<file path="config.mk">
export PLATFORM = sky130hd
export DESIGN_NAME = usb_rx_data_fifo
export DESIGN_NICKNAME = d
export VERILOG_FILES = /design/src/rtl/usb_rx_data_fifo.sv
export SDC_FILE = /design/constraint.sdc
export NUM_CORES = 1
export LEC_CHECK = 0
export CELL_PAD_IN_SITES_DETAIL_PLACEMENT = 0
export CELL_PAD_IN_SITES_GLOBAL_PLACEMENT = 1
export CORE_MARGIN = 2
export CORE_UTILIZATION = 35
export CTS_BUF_LIST = sky130_fd_sc_hd__clkbuf_16
export DETAILED_ROUTE_END_ITERATION = 6
export PLACE_DENSITY = 0.6
export SYNTH_ARGS = -nofsm -noshare
export SYNTH_HDL_FRONTEND = slang
export SYNTH_SLANG_ARGS = --single-unit
</file>
<file path="constraint.sdc">
create_clock -name clk -period 3.75 [get_ports clk]
set_clock_uncertainty 0.15 [all_clocks]
set_input_delay 0.5625 -clock clk [delete_from_list [all_inputs] [get_ports clk]]
set_output_delay 0.5625 -clock clk [all_outputs]
set_load 0.03 [all_outputs]
</file>
<file path="src/rtl/usb_rx_data_fifo.sv">
// usb_rx_data_fifo
// Byte FIFO between the USB receiver and the bus-side slave. Bytes are pushed
// one per cycle by the receiver and drained in 1-, 2- or 4-byte reads.
//
// Ports:
//   clk, n_rst         clock, asynchronous active-low reset
//   clear              synchronous flush of pointers, occupancy, flags, rx_out
//   store_rx_data      push rx_data this cycle (dropped when full)
//   rx_data            byte to push
//   get_rx_data        read request
//   get_size           00 = 1 byte, 01 = 2 bytes, 1x = 4 bytes
//   rx_out             registered read data, oldest byte in [7:0]
//   rx_out_valid       one-cycle pulse after an accepted read
//   buffer_occupancy   bytes currently stored, 0..DEPTH
//   empty, full        decoded from the registered occupancy
//   overflow           sticky: a store was dropped
//   underflow          sticky: a read was refused
module usb_rx_data_fifo #(
   parameter int unsigned DEPTH = 64
) (
   input  logic                     clk,
   input  logic                     n_rst,
   input  logic                     clear,
   input  logic                     store_rx_data,
   input  logic [7:0]               rx_data,
   input  logic                     get_rx_data,
   input  logic [1:0]               get_size,
   output logic [31:0]              rx_out,
   output logic                     rx_out_valid,
   output logic [$clog2(DEPTH):0]   buffer_occupancy,
   output logic                     empty,
   output logic                     full,
   output logic                     overflow,
   output logic                     underflow
);

   localparam int unsigned AW = $clog2(DEPTH);
   localparam int unsigned OW = AW + 1;

   logic [7:0]    mem_q [DEPTH];
   logic [AW-1:0] wp_q, wp_d;
   logic [AW-1:0] rp_q, rp_d;
   logic [OW-1:0] occ_q, occ_d;
   logic [31:0]   rx_out_q, rx_out_d;
   logic          valid_q, valid_d;
   logic          ovf_q, ovf_d;
   logic          unf_q, unf_d;

   logic [OW-1:0] rd_n;
   logic          wr_ok;
   logic          rd_ok;
   logic [31:0]   rd_word;

   always_comb begin
      unique case (get_size)
         2'b00:   rd_n = OW'(1);
         2'b01:   rd_n = OW'(2);
         default: rd_n = OW'(4);
      endcase
   end

   // All accept/refuse decisions use the pre-edge occupancy.
   assign wr_ok = store_rx_data && (occ_q != OW'(DEPTH));
   assign rd_ok = get_rx_data && (occ_q >= rd_n);

   // Bytes beyond the requested size read as zero.
   always_comb begin
      rd_word = '0;
      for (int unsigned i = 0; i < 4; i++) begin
         if (OW'(i) < rd_n) begin
            rd_word[8*i +: 8] = mem_q[rp_q + AW'(i)];
         end
      end
   end

   always_comb begin
      wp_d     = wp_q;
      rp_d     = rp_q;
      occ_d    = occ_q;
      rx_out_d = rx_out_q;
      valid_d  = 1'b0;
      ovf_d    = ovf_q;
      unf_d    = unf_q;
      if (clear) begin
         wp_d     = '0;
         rp_d     = '0;
         occ_d    = '0;
         rx_out_d = '0;
         ovf_d    = 1'b0;
         unf_d    = 1'b0;
      end else begin
         if (wr_ok) begin
            wp_d = wp_q + AW'(1);
         end else if (store_rx_data) begin
            ovf_d = 1'b1;
         end
         if (rd_ok) begin
            rp_d     = rp_q + AW'(rd_n);
            rx_out_d = rd_word;
            valid_d  = 1'b1;
         end else if (get_rx_data) begin
            unf_d = 1'b1;
         end
         occ_d = occ_q + (wr_ok ? OW'(1) : OW'(0)) - (rd_ok ? rd_n : OW'(0));
      end
   end

   always_ff @(posedge clk or negedge n_rst) begin
      if (!n_rst) begin
         wp_q     <= '0;
         rp_q     <= '0;
         occ_q    <= '0;
         rx_out_q <= '0;
         valid_q  <= 1'b0;
         ovf_q    <= 1'b0;
         unf_q    <= 1'b0;
      end else begin
         wp_q     <= wp_d;
         rp_q     <= rp_d;
         occ_q    <= occ_d;
         rx_out_q <= rx_out_d;
         valid_q  <= valid_d;
         ovf_q    <= ovf_d;
         unf_q    <= unf_d;
      end
   end

   // Storage is not reset; occupancy gates every read so stale bytes never escape.
   always_ff @(posedge clk) begin
      if (!clear && wr_ok) begin
         mem_q[wp_q] <= rx_data;
      end
   end

   assign rx_out           = rx_out_q;
   assign rx_out_valid     = valid_q;
   assign buffer_occupancy = occ_q;
   assign empty            = (occ_q == '0);
   assign full             = (occ_q == OW'(DEPTH));
   assign overflow         = ovf_q;
   assign underflow        = unf_q;

endmodule

</file>
Yosys cells after proc, flatten, opt, wreduce, memory -nomap -nowiden
Memory sizes are Yosys's and may differ from the RTL's.
Cells that the tools add are included.

storage, ports and cells
  output and inout port bits = 44
  RAM bits = 512
  register bits = 54
  memories kept = 1

memories
  name   depth  width  rd ports  clocked after memory_dff  write ports  RTL line  RTL
  mem_q  64     8      4         0                         1            40        logic [7:0] mem_q [DEPTH];

operators by class
  mux-type cells = 24
  order comparisons = 5
  eq/ne operators = 5
  add/sub/neg operators = 7
  reduce and logical (&&, ||, !) cells = 12

operator list
  cell                                                 count
  two-way mux 32 bit                                   2
  two-way mux 8 bit                                    4
  two-way mux 6 bit                                    4
  < comparator 1 x 7 -> 1 bit, first input constant    2
  < comparator 2 x 7 -> 1 bit, first input constant    2
  two-way mux 7 bit                                    2
  adder 6 x 1 -> 6 bit, second input constant          2
  adder 6 x 2 -> 6 bit, second input constant          2
  two-way mux 1 bit                                    11
  nonzero test 2 bit                                   4
  adder 7 x 1 -> 7 bit                                 1
  equality test 7 bit, second input constant           1
  greater-or-equal comparator 7 bit                    1
  zero test 7 bit                                      1
  != test 7 bit, second input constant                 1
  subtractor 7 bit                                     1
  adder 6 bit                                          1
  case mux 3 bit (2 select lines)                      1
  != test 2 bit, second input constant                 2
  AND reduction 2 bit                                  2
  logical AND 1 bit                                    3
  equality test 2 x 1 -> 1 bit, second input constant  1
  zero test 2 bit                                      1
  zero test 1 bit                                      1

Longest topological paths before layout
Gate-level depths: netlist of run 1.

  depth in word-level cells = 7
  gate-level depth with buffers = 20

Least setup slack after synthesis of run 1
No wires, ideal clock.

  kind = input -> register
  start point = in get_size[1]
  end point = reg occ_q[6] (netlist: buffer_occupancy[6])
  stages on the path = 20
  slack = -330 ps
  arrival = 3852 ps
  setup time = 78 ps
  path through = inv_1 nand2_1 ha_1 nor2b_1 o2111a_1 nor3_1 clkbuf_1 clkbuf_1 nor2_1 ha_1 inv_1 ha_1 inv_1 fa_1 nor2b_1 o21ai_0 a21oi_1 o21ba_2 or3_1 a21oi_1

between the ends
  word-level cells in the longest chain between the ends = 7
  elaborated cells on any way between the ends = 8
  classes of those cells = 1 x add/sub; 1 x order compare; 1 x eq/ne; 3 x mux; 2 x reduce/logical

ends and longest elaborated chain
  item                                                             RTL line  RTL
  start: declaration                                               27        input logic [1:0] get_size,
  equality test 2 x 1 -> 1 bit or zero test 2 bit (tied branches)  55        unique case (get_size)
  case mux 3 bit (2 select lines) (*)                              55
  greater-or-equal comparator 7 bit                                64        assign rd_ok = get_rx_data && (occ_q >= rd_n);
  logical AND 1 bit                                                64
  two-way mux 7 bit (*)                                            104       occ_d = occ_q + (wr_ok ? OW'(1) : OW'(0)) - (rd_ok ? rd_n : OW'(0));
  subtractor 7 bit (*)                                             104
  two-way mux 7 bit (*)                                            84        if (clear) begin
  via occ_d[6]                                                     43        logic [OW-1:0] occ_q, occ_d;
  end signal: assignment                                           112       occ_q <= '0;
  end signal: assignment                                           120       occ_q <= occ_d;
  end: declaration                                                 43

Mark *: on every way through the listed nets, which the timed path passes. The rest lies on a longest branch.
A chain may end at the register's enable or synchronous reset.

Final worst setup path of run 1
  start point = reg rp_q[1]
  end point = reg rx_out_q[26] (netlist: rx_out[26])

between the ends
  word-level cells in the longest chain between the ends = 5

ends and longest elaborated chain
  item                      RTL line  RTL
  start: declaration        42        logic [AW-1:0] rp_q, rp_d;
  start signal: assignment  119       rp_q <= rp_d;
  adder 6 x 2 -> 6 bit      71        rd_word[8*i +: 8] = mem_q[rp_q + AW'(i)];
  memory (64 x 8 bit)       n/a
  two-way mux 8 bit         70        if (OW'(i) < rd_n) begin
  two-way mux 32 bit        97        if (rd_ok) begin
  two-way mux 32 bit        84
  end signal: assignment    121       rx_out_q <= rx_out_d;
  end: declaration          44        logic [31:0] rx_out_q, rx_out_d;

Every way passes these cells. The select of a mux whose other input is x is not followed.

==> results_dict.tcl, run 1 <==
set metrics [dict create \
    period_needed_ns 3.71 \
    startpoint_type "flop" \
    cts_inserted_buffers 70 \
    clkPwrFrac 0.247 \
    layout_commonest_cell "edfxtp_1" \
    finalSetupViolations 0 \
    wirelength_um 140000 \
    final_cell_mix "edfxtp_1, mux4_2, nand2_1, buf_4, nor2_1" \
    synthMuxAreaShare 0.338 \
    crit_path_top_delay_cell "a2111oi_0" \
    post_drt_wl_per_cell_um 36.3 \
    chipHeight_um 321 \
    hold_slack_ns 0.0251 \
    r2r-start "rp_q[1]$_DFFE_PN0P_" \
    path_cells "inv_2 > ha_4 > and3b_1 > xnor2_2 > buf_4 > a2111oi_0 > buf_4 > a2111oi_2 > buf_4 > nor4_1 > a32o_1" \
    ys_async_sr_fraction 0.0954 \
    num_vias 25800 \
    synth_top_family_by_area "multiplexers" \
    gp_routability_congestion 0.972 \
    swShare 0.394 \
    dp.cells 3743 \
    syn-num-nets 2379 \
    ant_nets 0 \
    finalHoldViolations 0 \
    diodes 0 \
    cts_root_buffer "clkbuf_16" \
    tritoncts "yes" \
    grt_max_degree 117 \
    antenna_found_initial 9 \
    ys.flop_type "edfxtp_1" \
    yosys_warnings 0 \
    htreeDepth 3 \
    fin_cells 3867 \
    path_clk_slew_ns 0.06 \
    yosysSeqAreaShare 0.475 \
    cts_sinks 566 \
    path_max_fanout 5 \
    powerDensity_mw_per_mm2 667 \
    fp.coreArea_mm2 0.100 \
    drt_iter0_drc 3969 \
    drc_errors 0 \
    port_buffers 58 \
    synth.avg_cell_area_um2 15.1 \
    fp.dieW_um 321 \
    arrival_ns 4.12 \
    comb_power_share 0.483 \
    rsz0062_at_grt "no" \
    status "finished, final reports clean" \
    worstMarginPinSlew_ns 1.30 \
    yosys.area_share.simple 0.0768 \
    first_pass_iters 6 \
    layout.nets 2560 \
    clk_path_buf_depth 3 \
    synthAdderAreaFrac 0.0100 \
    p_int_mw 16.5 \
    synth-compound-area-share 0.0618 \
    synthCells 2337 \
    hold_class "in -> async" \
    leakage_nw 13.2 \
    io_pins 59 \
    relSlewSlack 0.135 \
    period_share 0.988 \
    num_rows 116 \
    rr_worst_depth 11 \
    synthXorXnorAreaFrac 0.00643 \
    synth_edf_count 512 \
    netlist_area_mm2 0.0352 \
    vdd_drop_max_uv 540 \
    cp.required_ns 4.16 \
    setup.worst_path.class "reg -> reg" \
    crit_path_max_incr_delay_ns 0.85 \
    r2r_end "rx_out[26]$_DFFE_PN0P_" \
    worst_skew_pair.late_latency_ns 0.63 \
    drv_slew 0 \
    timing.fmax_mhz 270 \
    critPathBufInv 4 \
    setup_tns_ns 0 \
    grt_pass1_vias 24700 \
    p_seq_frac 0.270 \
    initial_core_util 0.352 \
    drive_gt1_frac 0.351 \
    power_mw 27.3 \
    cp_common_cell "buf_4" \
    cts_hold_buf 0 \
    grt_pass1_wl_um 197000 \
    hpwl_um 102000 \
    end_kind "flop" \
    synth-seq-cells 566 \
    die_area_mm2 0.103 \
    gr-total-overflow 0 \
    yosysUniqueCellTypes 74 \
    netSwitchingPower_mw 10.8 \
    fillers 9000 \
    vias_per_cell 6.68 \
    area_growth_pct 16.2 \
    reg2reg_slack_ns 0.04 \
    drv_cap 0 \
    grt_use_total 0.271 \
    path_delay_family "compound AO/OA/AOI/OAI gates" \
]
## Yosys cell counts, types with 23 or more instances
master / count / area share
clkbuf_1: 67 / 0.0071
nor2_1: 135 / 0.014
nand2_1: 303 / 0.032
a32oi_1: 32 / 0.0080
buf_2: 85 / 0.012
o21ai_0: 23 / 0.0033
ha_1: 25 / 0.0089
nand3_1: 53 / 0.0075
mux2i_1: 87 / 0.025
buf_4: 30 / 0.0064
edfxtp_1: 512 / 0.44
mux4_2: 467 / 0.30
a21oi_1: 58 / 0.0082
mux2_2: 33 / 0.011
dfrtp_1: 54 / 0.038
## cell type report
type | count | area [um2] | area share
flip-flops and latches | 566 | 16700 | 0.409
clock inverters | 50 | 404 | 0.00987
repair buffers | 315 | 2730 | 0.0667
clock buffers | 73 | 1830 | 0.0446
well taps | 1298 | 1620 | 0.0397
multi-input cells | 1547 | 17500 | 0.429
inverters | 18 | 67.6 | 0.00165
## layer usage
metal,routed length [um],GRT usage,vias to the layer above
met2,62500,0.406,1825
met4,5480,0.0987,4
li1,-,-,10100
met5,27,0,-
met1,56300,0.387,13600
met3,16100,0.0601,228
## worst register-to-register path: cells and delay by family, from the launching register on
family	cells	cell delay, ns
AO/OA/AOI/OAI	3	1.13
buffers and inverters	4	0.84
flip-flops	1	0.54
AND/OR/NAND/NOR	2	0.50
XOR/XNOR	1	0.27
adder cells (fa/ha/maj)	1	0.22
## registers in the layout (all words and copies together) (netlist names)
| register | flops |
|---|---|
| overflow | 1 |
| mem_q | 512 |
| wp_q | 6 |
| rx_out | 32 |
| underflow | 1 |
| buffer_occupancy | 7 |
| rp_q | 6 |
| rx_out_valid | 1 |
## kinds of logic (layout without fill, tap and decap cells)
| group | after synthesis | after routing |
|---|---|---|
| buffers and inverters | 224 | 456 |
| AOI/OAI and AO/OA | 294 | 294 |
| adders and majority gates | 27 | 27 |
| DFF | 566 | 566 |
| muxes | 592 | 592 |
| xor gates and xnor gates | 25 | 25 |
| and+or+nand+nor | 609 | 609 |
## how the worst max path moves through the flow
stage	from	endpoint	slack, ns	depth (start not counted)
2_1_floorplan	get_size[1]	buffer_occupancy[6]$_DFF_PN0_	0.02	20
3_3_place_gp	get_size[1]	buffer_occupancy[6]$_DFF_PN0_	-0.40	19
5_1_grt	rp_q[2]$_DFFE_PN0P_	rx_out[26]$_DFFE_PN0P_	0.03	9
4_1_cts	rp_q[2]$_DFFE_PN0P_	rx_out[26]$_DFFE_PN0P_	0.17	9
6_report	rp_q[1]$_DFFE_PN0P_	rx_out[26]$_DFFE_PN0P_	0.04	11
3_5_place_dp	get_size[1]	buffer_occupancy[6]$_DFF_PN0_	-0.41	16
## power groups by stage
stage               Sequential [mW]  Combinational [mW]  Clock (mW)
floorplan                      7.66                7.83           0
global placement               7.48                12.8           0
detailed placement             7.48                12.9           0
CTS                            7.36                12.9        6.82
global route                   7.38                13.7        7.05
finish                         7.37                13.2        6.74
## repair_timing
action                     CTS  global route
cloned                       0             0
pin swaps                    0             4
setup endpoints to repair    1             1
buffers inserted             0             1
resized for setup            3             7
## per-stage QoR
stage / setup slack, ns / utilization / instance area, um2
4_1_cts: 0.175 / 0.409 / 40900
6_report: 0.0446 / 0.409 / 40900
5_1_grt: 0.0334 / 0.409 / 40900
3_5_place_dp: -0.413 / 0.387 / 38700
3_3_place_gp: -0.401 / 0.387 / 38700
2_1_floorplan: 0.0152 / - / 35300
No activity file was read; power rests on OpenSTA's default activity.
==> inputs of run 2 (changes only) <==
CTS_CLUSTER_DIAMETER = 100   (was unset)
==> results of run 2 <==
The final DEF is identical to that of run 1; final timing and power are the same.
==> inputs of run 3 (changes only) <==
CAP_MARGIN = 10   (was unset)
==> run 3 against run 2 <==
  * The flow now finishes with violations (DRC)
  * Combinational power is essentially flat
  * Core utilization is essentially flat
  * Via count grew 0.74%
  * Clock power is essentially flat
  * Clock-buffer cell count is the same
  * Cell count is essentially flat
  * Sequential power is essentially flat
  * Worst setup slack gained 0.036 ns
  * Total power is essentially flat
  * Routed wire length is essentially flat
  * Worst hold slack gained 0.0023 ns
  * Sequential cell count is the same
==> results_dict.tcl, run 3 (synthesized netlist as in run 1, its figures left out) <==
set metrics [dict create \
    num_rows 116 \
    post_drt_wl_per_cell_um 36.3 \
    path_max_fanout 5 \
    hpwl_um 102000 \
    cp.required_ns 4.16 \
    vdd_drop_max_uv 542 \
    io_pins 59 \
    finalSetupViolations 0 \
    powerDensity_mw_per_mm2 666 \
    largest_reg_flops 512 \
    wirelength_um 141000 \
    hold_class "in -> async" \
    port_buffers 58 \
    dpl_cell_area_mm2 0.0387 \
    path_delay_family "compound AO/OA/AOI/OAI gates" \
    critPathBufInv 4 \
    first_pass_iters 7 \
    startpoint_type "flop" \
    largest_register "mem_q" \
    cts_inserted_buffers 70 \
    area_growth_pct 16.3 \
    layout_commonest_cell "edfxtp_1" \
    drt_iter0_drc 3853 \
    relSlewSlack 0.135 \
    num_vias 26000 \
    drv_cap 0 \
    crit_path_top_delay_cell "a2111oi_0" \
    ant_nets 0 \
    finalHoldViolations 0 \
    drive_gt1_frac 0.352 \
    clk_path_buf_depth 3 \
    period_share 0.978 \
    setup.worst_path.class "reg -> reg" \
    power_mw 27.3 \
    final_cell_mix "edfxtp_1, mux4_2, nand2_1, buf_4, nor2_1" \
    grt_use_total 0.271 \
    status "finished, violations left" \
    gr-total-overflow 0 \
    post-route-cell-area_mm2 0.0410 \
    timing.fmax_mhz 273 \
    worstMarginPinSlew_ns 1.30 \
    path_clk_slew_ns 0.06 \
    initial_core_util 0.352 \
    drc_errors 1 \
    end_kind "flop" \
    antenna_found_initial 9 \
    grt_max_degree 117 \
    violations "DRC" \
    drv_slew 0 \
    grt_pass1_vias 24700 \
    worst_skew_pair.late_latency_ns 0.63 \
    cp_common_cell "buf_4" \
    layout.nets 2561 \
    crit_path_max_incr_delay_ns 0.84 \
    path_cells "inv_2 > ha_4 > and3b_1 > xnor2_2 > buf_4 > a2111oi_0 > buf_4 > a2111oi_2 > buf_4 > nor4_1 > a32o_1" \
    rsz0062_at_grt "no" \
    die_area_mm2 0.103 \
    fp.dieW_um 321 \
    vias_per_cell 6.72 \
    fp.coreArea_mm2 0.100 \
    gp_routability_congestion 0.972 \
    tritoncts "yes" \
    htreeDepth 3 \
    arrival_ns 4.08 \
    cts_sinks 566 \
    grt_pass1_wl_um 197000 \
    leakage_nw 13.2 \
    period_needed_ns 3.67 \
    chipHeight_um 321 \
    cts_root_buffer "clkbuf_16" \
]
[run 3: cell types whose count changed in the layout (fill, tap and decap cells not counted), sizes merged]
cell   before  now
buf       266  267
diode       0    1
[run 3: worst reg2reg max path, stage by stage, from the launching register on]
cell and delay [ns]:
dfrtp_4 0.54, inv_2 0.11, ha_4 0.22, and3b_1 0.27
xnor2_2 0.28, buf_4 0.26, a2111oi_0 0.84, buf_4 0.26
a2111oi_2 0.07, buf_4 0.21, nor4_1 0.20, a32o_1 0.20
[run 3: layout make-up]
cell class | count | area, um2
fillers | 8999 | 59000
inverters | 18 | 67.6
repair buffers | 316 | 2750
clock buffers | 73 | 1830
clock inverters | 50 | 404
flip-flops and latches | 566 | 16700
well taps | 1298 | 1620
diodes | 1 | 2.50
multi-input cells | 1547 | 17500
[run 3: report_power, final]
group	switching [mW]	leakage, nW	total (mW)	internal [mW]
Clock	2.74	1.14	6.73	3.99
Combinational	7.72	6.74	13.2	5.47
Sequential	0.284	5.32	7.37	7.09
Total	10.8	13.2	27.3	16.5
[run 3: path summary, 6_finish.rpt]
kind	from	end	slack [ns]	cells after the start
setup / recovery	rp_q[1]$_DFFE_PN0P_	rx_out[26]$_DFFE_PN0P_	0.08	11
hold / removal	n_rst	rp_q[5]$_DFFE_PN0P_	0.03	1
setup reg to reg	rp_q[1]$_DFFE_PN0P_	rx_out[26]$_DFFE_PN0P_	0.08	11
hold reg to reg	overflow$_DFFE_PN0P_	overflow$_DFFE_PN0P_	0.38	2
max in group asynchronous	n_rst	rp_q[2]$_DFFE_PN0P_	2.56	1
min in group clk	rx_data[6]	mem_q[47][6]$_DFFE_PP_	0.35	1
[run 3: metal layers]
layer,track usage,share of wire
met5,0,0.00019
met4,0.0987,0.040
met3,0.0601,0.12
met2,0.406,0.44
met1,0.387,0.40
[run 3: metrics by stage]
| stage | instances | utilization | setup slack (ns) | hold slack, ns | TNS, ns |
|---|---|---|---|---|---|
| floorplan | 2337 | - | 0.0152 | 0.117 | 0 |
| global placement | 3743 | 0.387 | -0.401 | 0.328 | -1.19 |
| detailed placement | 3743 | 0.387 | -0.413 | 0.368 | -1.24 |
| CTS | 3866 | 0.409 | 0.175 | 0.0539 | 0 |
| global route | 3868 | 0.410 | 0.0334 | 0.0714 | 0 |
| finish | 3869 | 0.410 | 0.0808 | 0.0274 | 0 |
[run 3: repair_timing]
item | in CTS | in global routing
pin swaps | 0 | 4
setup buffers | 0 | 1
setup endpoints to repair | 1 | 1
hold buffers | 0 | 0
resized for setup | 3 | 7
